[config.mk]
export PLATFORM = sky130hd
export DESIGN_NAME = switch_debouncer
export DESIGN_NICKNAME = d
export VERILOG_FILES = /design/src/rtl/debounce_pkg.sv /design/src/rtl/debounce_bit.sv /design/src/rtl/switch_debouncer.sv
export SDC_FILE = /design/constraint.sdc
export NUM_CORES = 1
export LEC_CHECK = 0
export CORE_MARGIN = 4
export CORE_UTILIZATION = 40
export CTS_BUF_LIST = sky130_fd_sc_hd__clkbuf_2
export DETAILED_ROUTE_END_ITERATION = 8
export PLACE_DENSITY = 0.66
export SETUP_SLACK_MARGIN = 0.2
export SYNTH_ARGS = -nofsm -noshare
export SYNTH_HDL_FRONTEND = slang
export SYNTH_HIERARCHICAL = 1
export SYNTH_SLANG_ARGS = --single-unit
[constraint.sdc]
create_clock -name clk_pi -period 4.62 [get_ports clk_pi]
set_clock_uncertainty 0.2 [all_clocks]
set_input_delay 0.462 -clock clk_pi [delete_from_list [all_inputs] [get_ports clk_pi]]
set_output_delay 0.462 -clock clk_pi [all_outputs]
set_load 0.02 [all_outputs]
[src/rtl/debounce_pkg.sv]
// Shared types and constants for the switch debouncer.
// The top-level event counter is built only when SWITCH_DEBOUNCER_EVT_CNT_EN is defined.
package debounce_pkg;

    typedef enum logic {ST_STABLE, ST_PENDING} deb_state_t;

    localparam int DEB_DEFAULT_STABLE_CNT = 250000;
    localparam int DEB_EVT_CNT_W          = 8;

    // Counter only has to reach STABLE_CNT-1; keep at least one bit for STABLE_CNT==1.
    function automatic int deb_cnt_w(input int stable_cnt);
        return (stable_cnt > 1) ? $clog2(stable_cnt) : 1;
    endfunction

endpackage

[src/rtl/debounce_bit.sv]
// One switch bit: 2-FF synchronizer, stability counter and accept FSM.
// flip_po is high during the cycle whose closing edge updates clean_po.
//
//   state      | meaning
//   ST_STABLE  | synchronized input agrees with clean_po (or STABLE_CNT==1)
//   ST_PENDING | input differs from clean_po, counting consecutive mismatch cycles
module debounce_bit
    import debounce_pkg::*;
#(
    parameter int STABLE_CNT = DEB_DEFAULT_STABLE_CNT
) (
    input  logic clk_pi,
    input  logic rst_pi,
    input  logic raw_pi,
    output logic clean_po,
    output logic flip_po
);

    localparam int               CNT_W    = deb_cnt_w(STABLE_CNT);
    localparam logic [CNT_W-1:0] CNT_LAST = CNT_W'(STABLE_CNT - 1);
    localparam bit               SINGLE   = (STABLE_CNT == 1);

    logic             r_sync1;
    logic             r_sync2;
    logic             r_clean;
    deb_state_t       r_state;
    logic [CNT_W-1:0] r_cnt;

    deb_state_t       w_state_nxt;
    logic [CNT_W-1:0] w_cnt_nxt;
    logic             w_clean_nxt;
    logic             w_flip;
    logic             w_mismatch;

    assign w_mismatch = r_sync2 ^ r_clean;

    always_ff @(posedge clk_pi) begin
        if (rst_pi) begin
            r_sync1 <= 1'b0;
            r_sync2 <= 1'b0;
            r_clean <= 1'b0;
            r_state <= ST_STABLE;
            r_cnt   <= '0;
        end else begin
            r_sync1 <= raw_pi;
            r_sync2 <= r_sync1;
            r_clean <= w_clean_nxt;
            r_state <= w_state_nxt;
            r_cnt   <= w_cnt_nxt;
        end
    end

    always_comb begin
        w_state_nxt = r_state;
        w_cnt_nxt   = '0;
        w_clean_nxt = r_clean;
        w_flip      = 1'b0;
        case (r_state)
            ST_STABLE: begin
                if (w_mismatch) begin
                    if (SINGLE) begin
                        w_clean_nxt = r_sync2;
                        w_flip      = 1'b1;
                    end else begin
                        w_state_nxt = ST_PENDING;
                        w_cnt_nxt   = CNT_W'(1);
                    end
                end
            end
            ST_PENDING: begin
                if (!w_mismatch) begin
                    w_state_nxt = ST_STABLE;
                end else if (r_cnt == CNT_LAST) begin
                    w_clean_nxt = r_sync2;
                    w_flip      = 1'b1;
                    w_state_nxt = ST_STABLE;
                end else begin
                    w_cnt_nxt = r_cnt + CNT_W'(1);
                end
            end
            default: w_state_nxt = ST_STABLE;
        endcase
    end

    assign clean_po = r_clean;
    assign flip_po  = w_flip;

endmodule

[src/rtl/switch_debouncer.sv]
// N-bit switch debouncer with a registered change strobe.
// Define SWITCH_DEBOUNCER_EVT_CNT_EN to add the 8-bit evt_cnt_po change counter.
module switch_debouncer
    import debounce_pkg::*;
#(
    parameter int N_BITS     = 4,
    parameter int STABLE_CNT = DEB_DEFAULT_STABLE_CNT
) (
    input  logic                     clk_pi,
    input  logic                     rst_pi,
    input  logic [N_BITS-1:0]        raw_sw_pi,
    output logic [N_BITS-1:0]        clean_sw_po,
`ifdef SWITCH_DEBOUNCER_EVT_CNT_EN
    output logic                     changed_po,
    output logic [DEB_EVT_CNT_W-1:0] evt_cnt_po
`else
    output logic                     changed_po
`endif
);

    logic [N_BITS-1:0] w_flip;
    logic              r_changed;

    for (genvar gi = 0; gi < N_BITS; gi++) begin : g_bit
        debounce_bit #(
            .STABLE_CNT(STABLE_CNT)
        ) u_bit (
            .clk_pi  (clk_pi),
            .rst_pi  (rst_pi),
            .raw_pi  (raw_sw_pi[gi]),
            .clean_po(clean_sw_po[gi]),
            .flip_po (w_flip[gi])
        );
    end

    // Same-edge flips on several bits collapse into a single strobe.
    always_ff @(posedge clk_pi) begin
        if (rst_pi) begin
            r_changed <= 1'b0;
        end else begin
            r_changed <= |w_flip;
        end
    end

    assign changed_po = r_changed;

`ifdef SWITCH_DEBOUNCER_EVT_CNT_EN
    logic [DEB_EVT_CNT_W-1:0] r_evt_cnt;

    always_ff @(posedge clk_pi) begin
        if (rst_pi) begin
            r_evt_cnt <= '0;
        end else if (|w_flip) begin
            r_evt_cnt <= r_evt_cnt + DEB_EVT_CNT_W'(1);
        end
    end

    assign evt_cnt_po = r_evt_cnt;
`endif

endmodule

* Word level (Yosys, flattened, before mapping)
Index checks and enable logic that the tools add are counted.
** Word-level totals
- Bits of input ports :: 6
- Register bits :: 89
- Logic and storage cells :: 86
** Cells by class
- Bitwise gates (word level) :: 8
- Equality and inequality tests :: 4
- Reduce and logical (&&, ||, !) cells :: 5
- Add/subtract/negate cells :: 4
- Muxes and demuxes :: 44
** Operators with widths (number)
- 18-bit two-way mux :: 8
- 18-bit one-hot mux with 2 select lines :: 4
- 18-bit by 1-bit adder with 18-bit output, second input constant :: 4
- 18-bit == test, second input constant :: 4
- 1-bit two-way mux :: 28
- 3-bit AND reduction :: 4
- 1-bit one-hot mux with 2 select lines :: 4
- 1-bit inverter :: 4
- 4-bit OR reduction :: 1
- 1-bit XOR :: 4

* Longest topological paths before layout
Gate-level depths: netlist of the first run.
- Depth after elaboration :: 5
- Gate-level depth with buffers :: 7

* Modules after synthesis
The synthesis of the first run kept the hierarchy.
** Modules (own cells, without submodules)
- debounce_bit :: area each 982.2 µm², seq. area each 440.4 µm², times used 4, cells each 108
- switch_debouncer :: area each 30.0 µm², seq. area each 20.0 µm², times used 1, cells each 3

* Worst setup path after synthesis of the first run
OpenSTA, ideal clock, no wires.
- Path type :: reg2reg
- From :: register g_bit[0].u_bit.r_cnt[6]
- To :: register g_bit[0].u_bit.r_cnt[10]
- Period minus slack after synthesis :: 2.105 ns
- Data arrival time :: 1.791 ns
- Required time :: 4.306 ns
- Setup time :: 0.114 ns
- Setup slack :: 2.515 ns
- Stages on the path, launching flop included :: 6
- Path buffers :: 1
- Cell sequence :: dfxtp_1 -> or4b_1 -> or4_4 -> o211ai_4 -> buf_6 -> nor2_1
** On the way
- Longest elaborated chain between the ends :: 4
** RTL lines
- from (decl) :: line debounce_bit.sv:27 : logic [CNT_W-1:0] r_cnt;
- from (signal assigned) :: line debounce_bit.sv:49 : r_cnt <= w_cnt_nxt;
- 18-bit by 1-bit adder with 18-bit output or 18-bit == test (tied branches) :: line debounce_bit.sv:78, debounce_bit.sv:73
- 18-bit two-way mux (*) :: line debounce_bit.sv:73 : end else if (r_cnt == CNT_LAST) begin
- 18-bit two-way mux (*) :: line debounce_bit.sv:71 : if (!w_mismatch) begin
- 18-bit one-hot mux with 2 select lines (*) :: line debounce_bit.sv:58 : case (r_state)
Every way passes the cells marked *; elsewhere a longest branch is shown, timed or not.
A chain may end at the register's enable or synchronous reset.

* Worst setup path after layout of the first run
- From :: register g_bit[2].u_bit.r_cnt[6]
- To :: register r_changed, in the netlist changed_po
** On the way
- Longest elaborated chain between the ends :: 5
** RTL lines
- from (decl) :: line debounce_bit.sv:27
- from (signal assigned) :: line debounce_bit.sv:49
- 18-bit == test :: line debounce_bit.sv:73
- 1-bit two-way mux :: line debounce_bit.sv:73
- 1-bit two-way mux :: line debounce_bit.sv:71
- 1-bit two-way mux :: line debounce_bit.sv:58
- named net w_flip[2] :: line switch_debouncer.sv:21 : logic [N_BITS-1:0] w_flip;
- 4-bit OR reduction :: line switch_debouncer.sv:41 : r_changed <= |w_flip;
- to (signal assigned) :: line switch_debouncer.sv:41
- to (decl) :: line switch_debouncer.sv:22 : logic r_changed;
The timed path passes the listed nets, and every way through them passes these cells.

==> run summary, run 1 <==
vias in the first global route - 2884
final setup margin - 2.22 ns
Fillers - 932
Post-Syn Instances - 435
die width - 107 um
area grow syn2layout - 7.46%
chip height - 107 um
Syn Area/Cell - 9.10 um2
Synth Cell Area - 0.00396 mm2
Tmin final - 2.40 ns
Clock transition at path regs - 0.23 ns
DR pass1 iterations - 4
total grt overflow - 0
Fin. Hold Viols - 0
Setup Viol. Count Final - 0
largest net degree at the start of global routing - 22
crit share post-route - 0.519
initial antenna violation count - 0
CTS buffer count - 9
first-pass GRT wire length - 12900 um
Antenna Nets Post-Route - 0
routability cong. - 0.795
Rel. slew slack - 0.541
# rows - 36
reg2reg setup slack - 2.22 ns
via count - 3015
critical path data arrival time - 2.66 ns
power per cell area - 281 mW/mm2
fmax - 0.417 GHz
Setup WS pre-CTS - 2.28 ns
YS warnings - 6
Peak VDD IR - 0.111 mV
nets - 450
detailed placement HPWL - 4960 um
Setup TNS - 0 ns
r2r endpoint - changed_po$_SDFF_PP0_
Max FO, Critical Path - 6
Critical Path Start Type - flip-flop
Ports - 11
HP Class - reg -> reg
CTS H-tree lvls - 3
R2R Path Start - g_bit[2].u_bit/r_cnt[6]$_SDFF_PP0_
Global Route Usage Sum - 0.135
P_leak - 1.27 nW
Slew @ Worst Pin - 0.687 ns
Net Count, Synth - 445
hold path cells - 1
register bit total from synthesis - 89
Setup Fix Bufs, Post-CTS - 0
clk_lat worst skew - 0.54 ns
DR WL/cell - 12.4 um
I/O Buffers - 10
drt via density - 5.22
RSZ-0062 raised after global routing - no
smallest hold slack - 0.263 ns
hold_sp - g_bit[2].u_bit/r_sync1$_SDFF_PP0_
CTS tree - yes
Hold Buf Count CTS - 0
r2r worst-path depth - 5
DRT iter0 DRCs - 84
Root Buffer - clkbuf_2
CP Capture Type - flip-flop
layout cell share with drive strength beyond 1 - 0.0809
Unique masters post-synth - 30
outcome - finished clean
sequential cell area fraction in the yosys report - 0.450
# diodes - 0
Max clock buf depth - 2
DR DRC count - 0
maximum capacitance violations - 0
Starting Density - 0.409
CTS sink count - 89
DRT Wirelength - 7190 um
core box area - 0.00968 mm2
critical path class - reg -> reg
post-CTS resize count - 0
Die ar. - 0.0116 mm2
Hold EP - g_bit[2].u_bit/r_sync2$_SDFF_PP0_
Worst EP required - 4.88 ns
max-slew violation count - 0
## layout make-up
| type | count | area (um2) | share of cell area |
|---|---|---|---|
| Inverter | 12 | 45.0 | 0.0106 |
| Timing Repair Buffer | 10 | 100 | 0.0235 |
| Multi-Input combinational cell | 318 | 2040 | 0.480 |
| Clock buffer | 10 | 50.0 | 0.0118 |
| Sequential cell | 89 | 1780 | 0.419 |
| Clock inverter | 6 | 68.8 | 0.0162 |
| Tap cell | 133 | 166 | 0.0391 |
## registers in the layout (all words and copies together), names as in the netlist
register	count
g_bit.u_bit/r_cnt	72
g_bit.u_bit/clean_po	4
g_bit.u_bit/r_state	4
g_bit.u_bit/r_sync1	4
g_bit.u_bit/r_sync2	4
changed_po	1
## synth_stat cells (all sizes together)
cell type | count | area share
or3 | 16 | 0.025
nor4b | 4 | 0.0088
xor2 | 44 | 0.097
o31ai | 4 | 0.0076
and2 | 8 | 0.013
or4b | 4 | 0.010
nor2 | 57 | 0.054
or2 | 4 | 0.0063
or2b | 4 | 0.0076
buf | 4 | 0.011
nor2b | 12 | 0.019
nand4 | 36 | 0.057
o211ai | 4 | 0.021
ha | 4 | 0.013
a21oi | 20 | 0.025
nand3 | 20 | 0.025
or4 | 4 | 0.011
xnor2 | 8 | 0.018
dfxtp | 89 | 0.45
a31oi | 4 | 0.0063
nand2 | 12 | 0.011
nor4 | 9 | 0.014
and4 | 8 | 0.019
inv | 12 | 0.011
o22ai | 4 | 0.0063
and3 | 8 | 0.014
clkbuf | 12 | 0.011
o21ai | 20 | 0.025
## cell families after synthesis
logic type	Yosys count	share of synthesized area
AND/OR/NAND/NOR	206	0.296
flip-flops	89	0.450
AO/OA/AOI/OAI	56	0.0923
XOR/XNOR	52	0.115
buffers and inverters	28	0.0341
adder cells (fa/ha/maj)	4	0.0126
## per-layer routing
metal / GRT usage / vias to the layer above / share of wire
met5: 0 / - / 0
met3: 0.0198 / 11 / 0.021
li1: - / 1566 / -
met2: 0.210 / 21 / 0.45
met1: 0.183 / 1417 / 0.51
met4: 0.0658 / 0 / 0.019
## layout by cell type, fill, tap and decap left out, types with 8 or more instances in the layout
cell type / count
or3_1: 16
o21ai_0: 20
clkdlybuf4s50_1: 10
nand4_1: 36
xor2_1: 44
nor4_1: 9
and2_1: 8
xnor2_1: 8
dfxtp_1: 89
inv_1: 12
nand2_1: 12
clkbuf_2: 10
nor2_1: 57
nand3_1: 20
a21oi_1: 20
nor2b_1: 12
## per-stage QoR
stage,util,instances,area [um2],power [W]
3_3_place_gp,0.427,562,4140,0.000812
4_1_cts,0.439,578,4250,0.00121
2_1_floorplan,-,435,3960,0.000804
6_report,0.439,578,4250,0.00119
3_5_place_dp,0.427,562,4140,0.000813
5_1_grt,0.439,578,4250,0.00125
## power by group
group / switching [W] / internal, W / leakage (nW)
registers: 0.00000428 / 0.000776 / 0.719
clock network: 0.000266 / 0.000129 / 0.0721
logic: 0.00000866 / 0.00000927 / 0.475
## worst max-delay path: stages, from the launching register on
cell	delay, ns
dfxtp_1	0.40
or4b_1	0.56
or4_4	0.48
nor4_1	0.47
nor4_1	0.09
nor2_1	0.13
## worst max path at each step
| stage | slack (ns) | from | endpoint | depth (start not counted) |
|---|---|---|---|---|
| after floorplan | 2.51 | g_bit[0].u_bit/r_cnt[6]$_SDFF_PP0_ | g_bit[0].u_bit/r_cnt[10]$_SDFF_PP0_ | 5 |
| after global placement | 2.33 | g_bit[2].u_bit/r_cnt[6]$_SDFF_PP0_ | changed_po$_SDFF_PP0_ | 5 |
| after detailed placement | 2.28 | rst_pi | g_bit[3].u_bit/r_cnt[15]$_SDFF_PP0_ | 4 |
| after CTS | 2.27 | g_bit[2].u_bit/r_cnt[6]$_SDFF_PP0_ | changed_po$_SDFF_PP0_ | 5 |
| after global routing | 2.10 | g_bit[2].u_bit/r_cnt[6]$_SDFF_PP0_ | changed_po$_SDFF_PP0_ | 5 |
| final | 2.22 | g_bit[2].u_bit/r_cnt[6]$_SDFF_PP0_ | changed_po$_SDFF_PP0_ | 5 |
Note: power is estimated with default switching activity, not from simulation.
==> run 2, diff against run 1 <==
- clock period: 4.62 -> 2.4 ns (I/O delays scaled with it)
==> run 2 against run 1 <==
  * Cell count increased by 2.2%
  * Setup slack lost 2.0 ns
  * Sequential share of layout area shrank 2.1 points
  * Register-to-register slack lost 2.0 ns
  * Sequential power rose by 92%
  * First-iteration DRC count increased by 54%
  * Maximum frequency is 9.6% higher
  * Critical path depth did not move
  * Clock power grew 110%
  * Via count rose by 1.6%
  * Non-clock buffer count rose by 13
  * Final area up 6.2%
  * Critical path type unchanged
  * Critical endpoint is now g_bit[2].u_bit/r_cnt[4]$_SDFF_PP0_
==> run summary, run 2 (synthesis results as in run 1) <==
outcome - finished clean
hold_sp - raw_sw_pi[1]
die width - 107 um (unchanged)
Setup Viol. Count Final - 0 (unchanged)
DR pass1 iterations - 4 (unchanged)
Rel. slew slack - 0.706 (+0.165)
total grt overflow - 0 (unchanged)
Clock transition at path regs - 0.21 ns (-0.02 ns)
area grow syn2layout - 14.1%
max-slew violation count - 0 (unchanged)
crit share post-route - 0.913 (+0.393)
max reg flops - 72 (unchanged)
P_leak - 1.41 nW (+11%)
initial antenna violation count - 0 (unchanged)
Most flops, register - g_bit.u_bit/r_cnt
largest net degree at the start of global routing - 22 (unchanged)
critical path data arrival time - 2.40 ns (-0.26 ns)
fmax - 0.457 GHz (+9.6%)
Ports - 11 (unchanged)
via count - 3062 (+1.6%)
Tmin final - 2.19 ns (-0.209 ns)
routability cong. - 0.820 (+3.3%)
drt via density - 5.18 (-0.68%)
core box area - 0.00968 mm2 (unchanged)
CTS sink count - 89 (unchanged)
Bufs and invs on worst path - 1 (+1)
detailed placement HPWL - 5050 um (+1.9%)
clk_lat worst skew - 0.50 ns (-0.04 ns)
DR DRC count - 0 (unchanged)
Setup TNS - 0 ns (unchanged)
delay-heaviest family, CP - simple AND/OR/NAND/NOR gates
CTS H-tree lvls - 3 (unchanged)
Worst EP required - 2.61 ns (-2.27 ns)
DRT iter0 DRCs - 129 (+54%)
Critical Path Start Type - flip-flop
# diodes - 0 (unchanged)
HP Class - in -> reg
CTS tree - yes
commonest cells after routing, fill and taps aside - 81 x dfxtp_1, 53 x nor2_1, 44 x xor2_1
DR WL/cell - 12.4 um (-0.38%)
CP Capture Type - flip-flop
nets - 463 (+2.9%)
first-pass GRT wire length - 12800 um (-1.2%)
Starting Density - 0.409 (unchanged)
CP cell instances - or4b_4 > or4_4 > o211ai_4 > clkbuf_16 > nor2_2
critical path class - reg -> reg
Die ar. - 0.0116 mm2 (unchanged)
CP Launch Point - g_bit[2].u_bit/r_cnt[6]$_SDFF_PP0_
R2R Path Start - g_bit[2].u_bit/r_cnt[6]$_SDFF_PP0_
Max FO, Critical Path - 8 (+2)
CTS buffer count - 9 (unchanged)
Slew @ Worst Pin - 0.435 ns (-0.251 ns)
Root Buffer - clkbuf_2
Global Route Usage Sum - 0.133 (-0.00168)
RSZ-0062 raised after global routing - yes
layout cell share with drive strength beyond 1 - 0.144 (+0.0632)
crit-path max cell delay - 0.53 ns (-0.03 ns)
crit path max-delay cell type - or4b_4
# rows - 36 (unchanged)
vias in the first global route - 2841 (-1.5%)
power per cell area - 525 mW/mm2 (+87%)
I/O Buffers - 10 (unchanged)
Fin. Hold Viols - 0 (unchanged)
smallest hold slack - 0.0832 ns (-0.179 ns)
DRT Wirelength - 7330 um (+1.9%)
most common cell after layout, fill and taps aside - dfxtp_1
Peak VDD IR - 0.252 mV (+130%)
maximum capacitance violations - 0 (unchanged)
Antenna Nets Post-Route - 0 (unchanged)
Max clock buf depth - 2 (unchanged)
chip height - 107 um (unchanged)
[run 2: cell count changes in the layout (fill, tap and decap cells not counted), moves of 3 or more]
cell	delta
nor2_1	-4
buf_12	+4
dfxtp_1	-8
buf_4	+8
nor4_1	-4
clkinv_4	-3
dfxtp_2	+6
[run 2: through the flow]
stage | util | setup slack, ns | total power, W | std cells | instance area, um2
2_1_floorplan | - | 0.295 | 0.00155 | 435 | 3960
3_3_place_gp | 0.439 | 0.146 | 0.00157 | 571 | 4250
3_5_place_dp | 0.439 | 0.163 | 0.00157 | 571 | 4250
4_1_cts | 0.454 | 0.202 | 0.00241 | 587 | 4400
5_1_grt | 0.466 | 0.148 | 0.00248 | 591 | 4520
6_report | 0.466 | 0.210 | 0.00237 | 591 | 4520
[run 2: metal layers]
| layer | share of wire | track usage | up-vias |
|---|---|---|---|
| li1 | - | - | 1583 |
| met2 | 0.47 | 0.216 | 27 |
| met1 | 0.50 | 0.176 | 1446 |
| met3 | 0.023 | 0.0240 | 6 |
| met5 | 0 | 0 | - |
| met4 | 0.013 | 0.0523 | 0 |
[run 2: final cells by class]
cell class | count | area (um2)
fillers | 914 | 5170
multi-input cells | 318 | 2110
flip-flops and latches | 89 | 1800
repair buffers | 23 | 265
well taps | 133 | 166
clock inverters | 5 | 80.1
clock buffers | 11 | 55.1
inverters | 12 | 45.0
[run 2: power breakdown]
| part | internal (W) | switching, W | total [W] |
|---|---|---|---|
| combinational | 0.0000199 | 0.0000189 | 0.0000388 |
| clock | 0.000351 | 0.000483 | 0.000834 |
| sequential | 0.00149 | 0.00000839 | 0.00150 |
[run 2: final timing paths]
path                                                            to  slack, ns  depth (start not counted)
worst max-delay path            g_bit[2].u_bit/r_cnt[4]$_SDFF_PP0_       0.21                          5
worst max register to register  g_bit[2].u_bit/r_cnt[4]$_SDFF_PP0_       0.21                          5
worst min-delay path             g_bit[1].u_bit/r_sync1$_SDFF_PP0_       0.08                          2
worst min register to register   g_bit[0].u_bit/r_sync2$_SDFF_PP0_       0.26                          1
[run 2: what timing repair did]
action | 4_1_cts | 5_1_grt
endpoints found under the setup margin | 1 | 41
resized for setup | 2 | 21
buffers inserted | 0 | 3
hold buffers | 0 | 0
pin swaps | 0 | 3
cloned | 0 | 1
==> edit: new RTL, flow settings as in run 1 <==
Build with the macro `SWITCH_DEBOUNCER_EVT_CNT_EN` defined.
--- a/src/rtl/switch_debouncer.sv
+++ b/src/rtl/switch_debouncer.sv
@@ -1,5 +1,7 @@
 // N-bit switch debouncer with a registered change strobe.
 // Define SWITCH_DEBOUNCER_EVT_CNT_EN to add the 8-bit evt_cnt_po change counter.
+`define SWITCH_DEBOUNCER_EVT_CNT_EN
+
 module switch_debouncer
     import debounce_pkg::*;
 #(
Formal check against the unedited RTL (old outputs only; new: evt_cnt_po): equivalent (Yosys induction, for registers that start in step).
==> edit against run 1 <==
- design area increased by 11%
- sequential power is 9.0% higher
- critical path depth is 1 higher
- synthesized area increased by 9.6%
- count of clock-buffer cells in the layout shrank 1
- fmax down 25%
- total power rose by 5.6%
- cell count grew 9.0%
- sequential share of layout area shrank 0.65 points
- sequential cell count up 8
- wire length increased by 16%
- via count increased by 13%
- die area grew 8.9%
- worst setup slack got worse by 0.79 ns
- critical endpoint is now evt_cnt_po[7]$_SDFFE_PP0P_
==> edit: results <==
export IMPL_hp_class="in -> reg"
export IMPL_viasPerCell=5.39
export IMPL_pg_seq_w=0.000850
export IMPL_clkLatencyLatePin_ns=0.56
export IMPL_multi_input_area_um2=2250
export IMPL_max_stage_delay_ns=0.64
export IMPL_grt_usage_pct=14.0
export IMPL_portBuffers=18
export IMPL_grt_max_degree=32
export IMPL_tightest_slew_ns=0.696
export IMPL_grt_pass1_vias=3251
export IMPL_n_all_inverters=14
export IMPL_core_um2=10500
export IMPL_finalNonFillerCells=630
export IMPL_grt_pass1_wl_um=14900
export IMPL_clk_share_pct=2.26
export IMPL_peakVddDrop_v=0.000156
export IMPL_drive_gt1_share_pct=8.10
export IMPL_p_seq_share_pct=67.4
export IMPL_wirelength_met1_um=3980
export IMPL_synth_common_cells="dfxtp_1, nor2_1, xor2_1"
export IMPL_grt_util_met3_pct=4.20
export IMPL_p_sw_share_pct=22.7
export IMPL_place_inst=614
export IMPL_ys_types=36
export IMPL_fill_cells=1033
export IMPL_status="completed"
export IMPL_nonClockBufferCount=19
export IMPL_syn_avg_cell_area_um2=9.12
export IMPL_r2r_cells=6
export IMPL_leakage_nw=1.43
export IMPL_post_dp_cell_area_um2=4600
export IMPL_cp_arrival_ns=3.47
export IMPL_place_congestion=0.789
export IMPL_whs_path_depth=2
export IMPL_drt_iter0_drc=247
export IMPL_cts_sinks=97
export IMPL_nonClkBufAreaFrac_pct=3.99
export IMPL_met2_length_um=4000
export IMPL_cp_max_fo=10
export IMPL_seq_cell_share_pct=41.2
export IMPL_place_ws_ns=1.47
export IMPL_ys_top_cells_by_area="dfxtp_1, xor2_1, nor2_1"
export IMPL_seq_area_frac_synth_pct=44.8
export IMPL_nets=500
export IMPL_critical_path_slowest_cell="nor4_1"
export IMPL_met1_usage_pct=17.7
export IMPL_seqCellArea_um2=1940
export IMPL_multi_input_cells=348
==> edit: worst paths after layout <==
kind / endpoint / slack, ns / from
worst min register to register: g_bit[0].u_bit/r_sync2$_SDFF_PP0_ / 0.25 / g_bit[0].u_bit/r_sync1$_SDFF_PP0_
worst max register to register: evt_cnt_po[7]$_SDFFE_PP0P_ / 1.43 / g_bit[2].u_bit/r_cnt[6]$_SDFF_PP0_
worst min-delay path: g_bit[0].u_bit/r_sync1$_SDFF_PP0_ / 0.23 / raw_sw_pi[0]
worst max-delay path: evt_cnt_po[7]$_SDFFE_PP0P_ / 1.43 / g_bit[2].u_bit/r_cnt[6]$_SDFF_PP0_
==> edit: kinds of logic after synthesis <==
kind of cell | Yosys count | share of synthesized area, %
XOR/XNOR | 54 | 10.9
adder cells (fa/ha/maj) | 5 | 1.44
multiplexers | 3 | 0.750
buffers and inverters | 31 | 3.37
AO/OA/AOI/OAI | 63 | 9.43
flip-flops | 97 | 44.8
AND/OR/NAND/NOR | 223 | 29.4
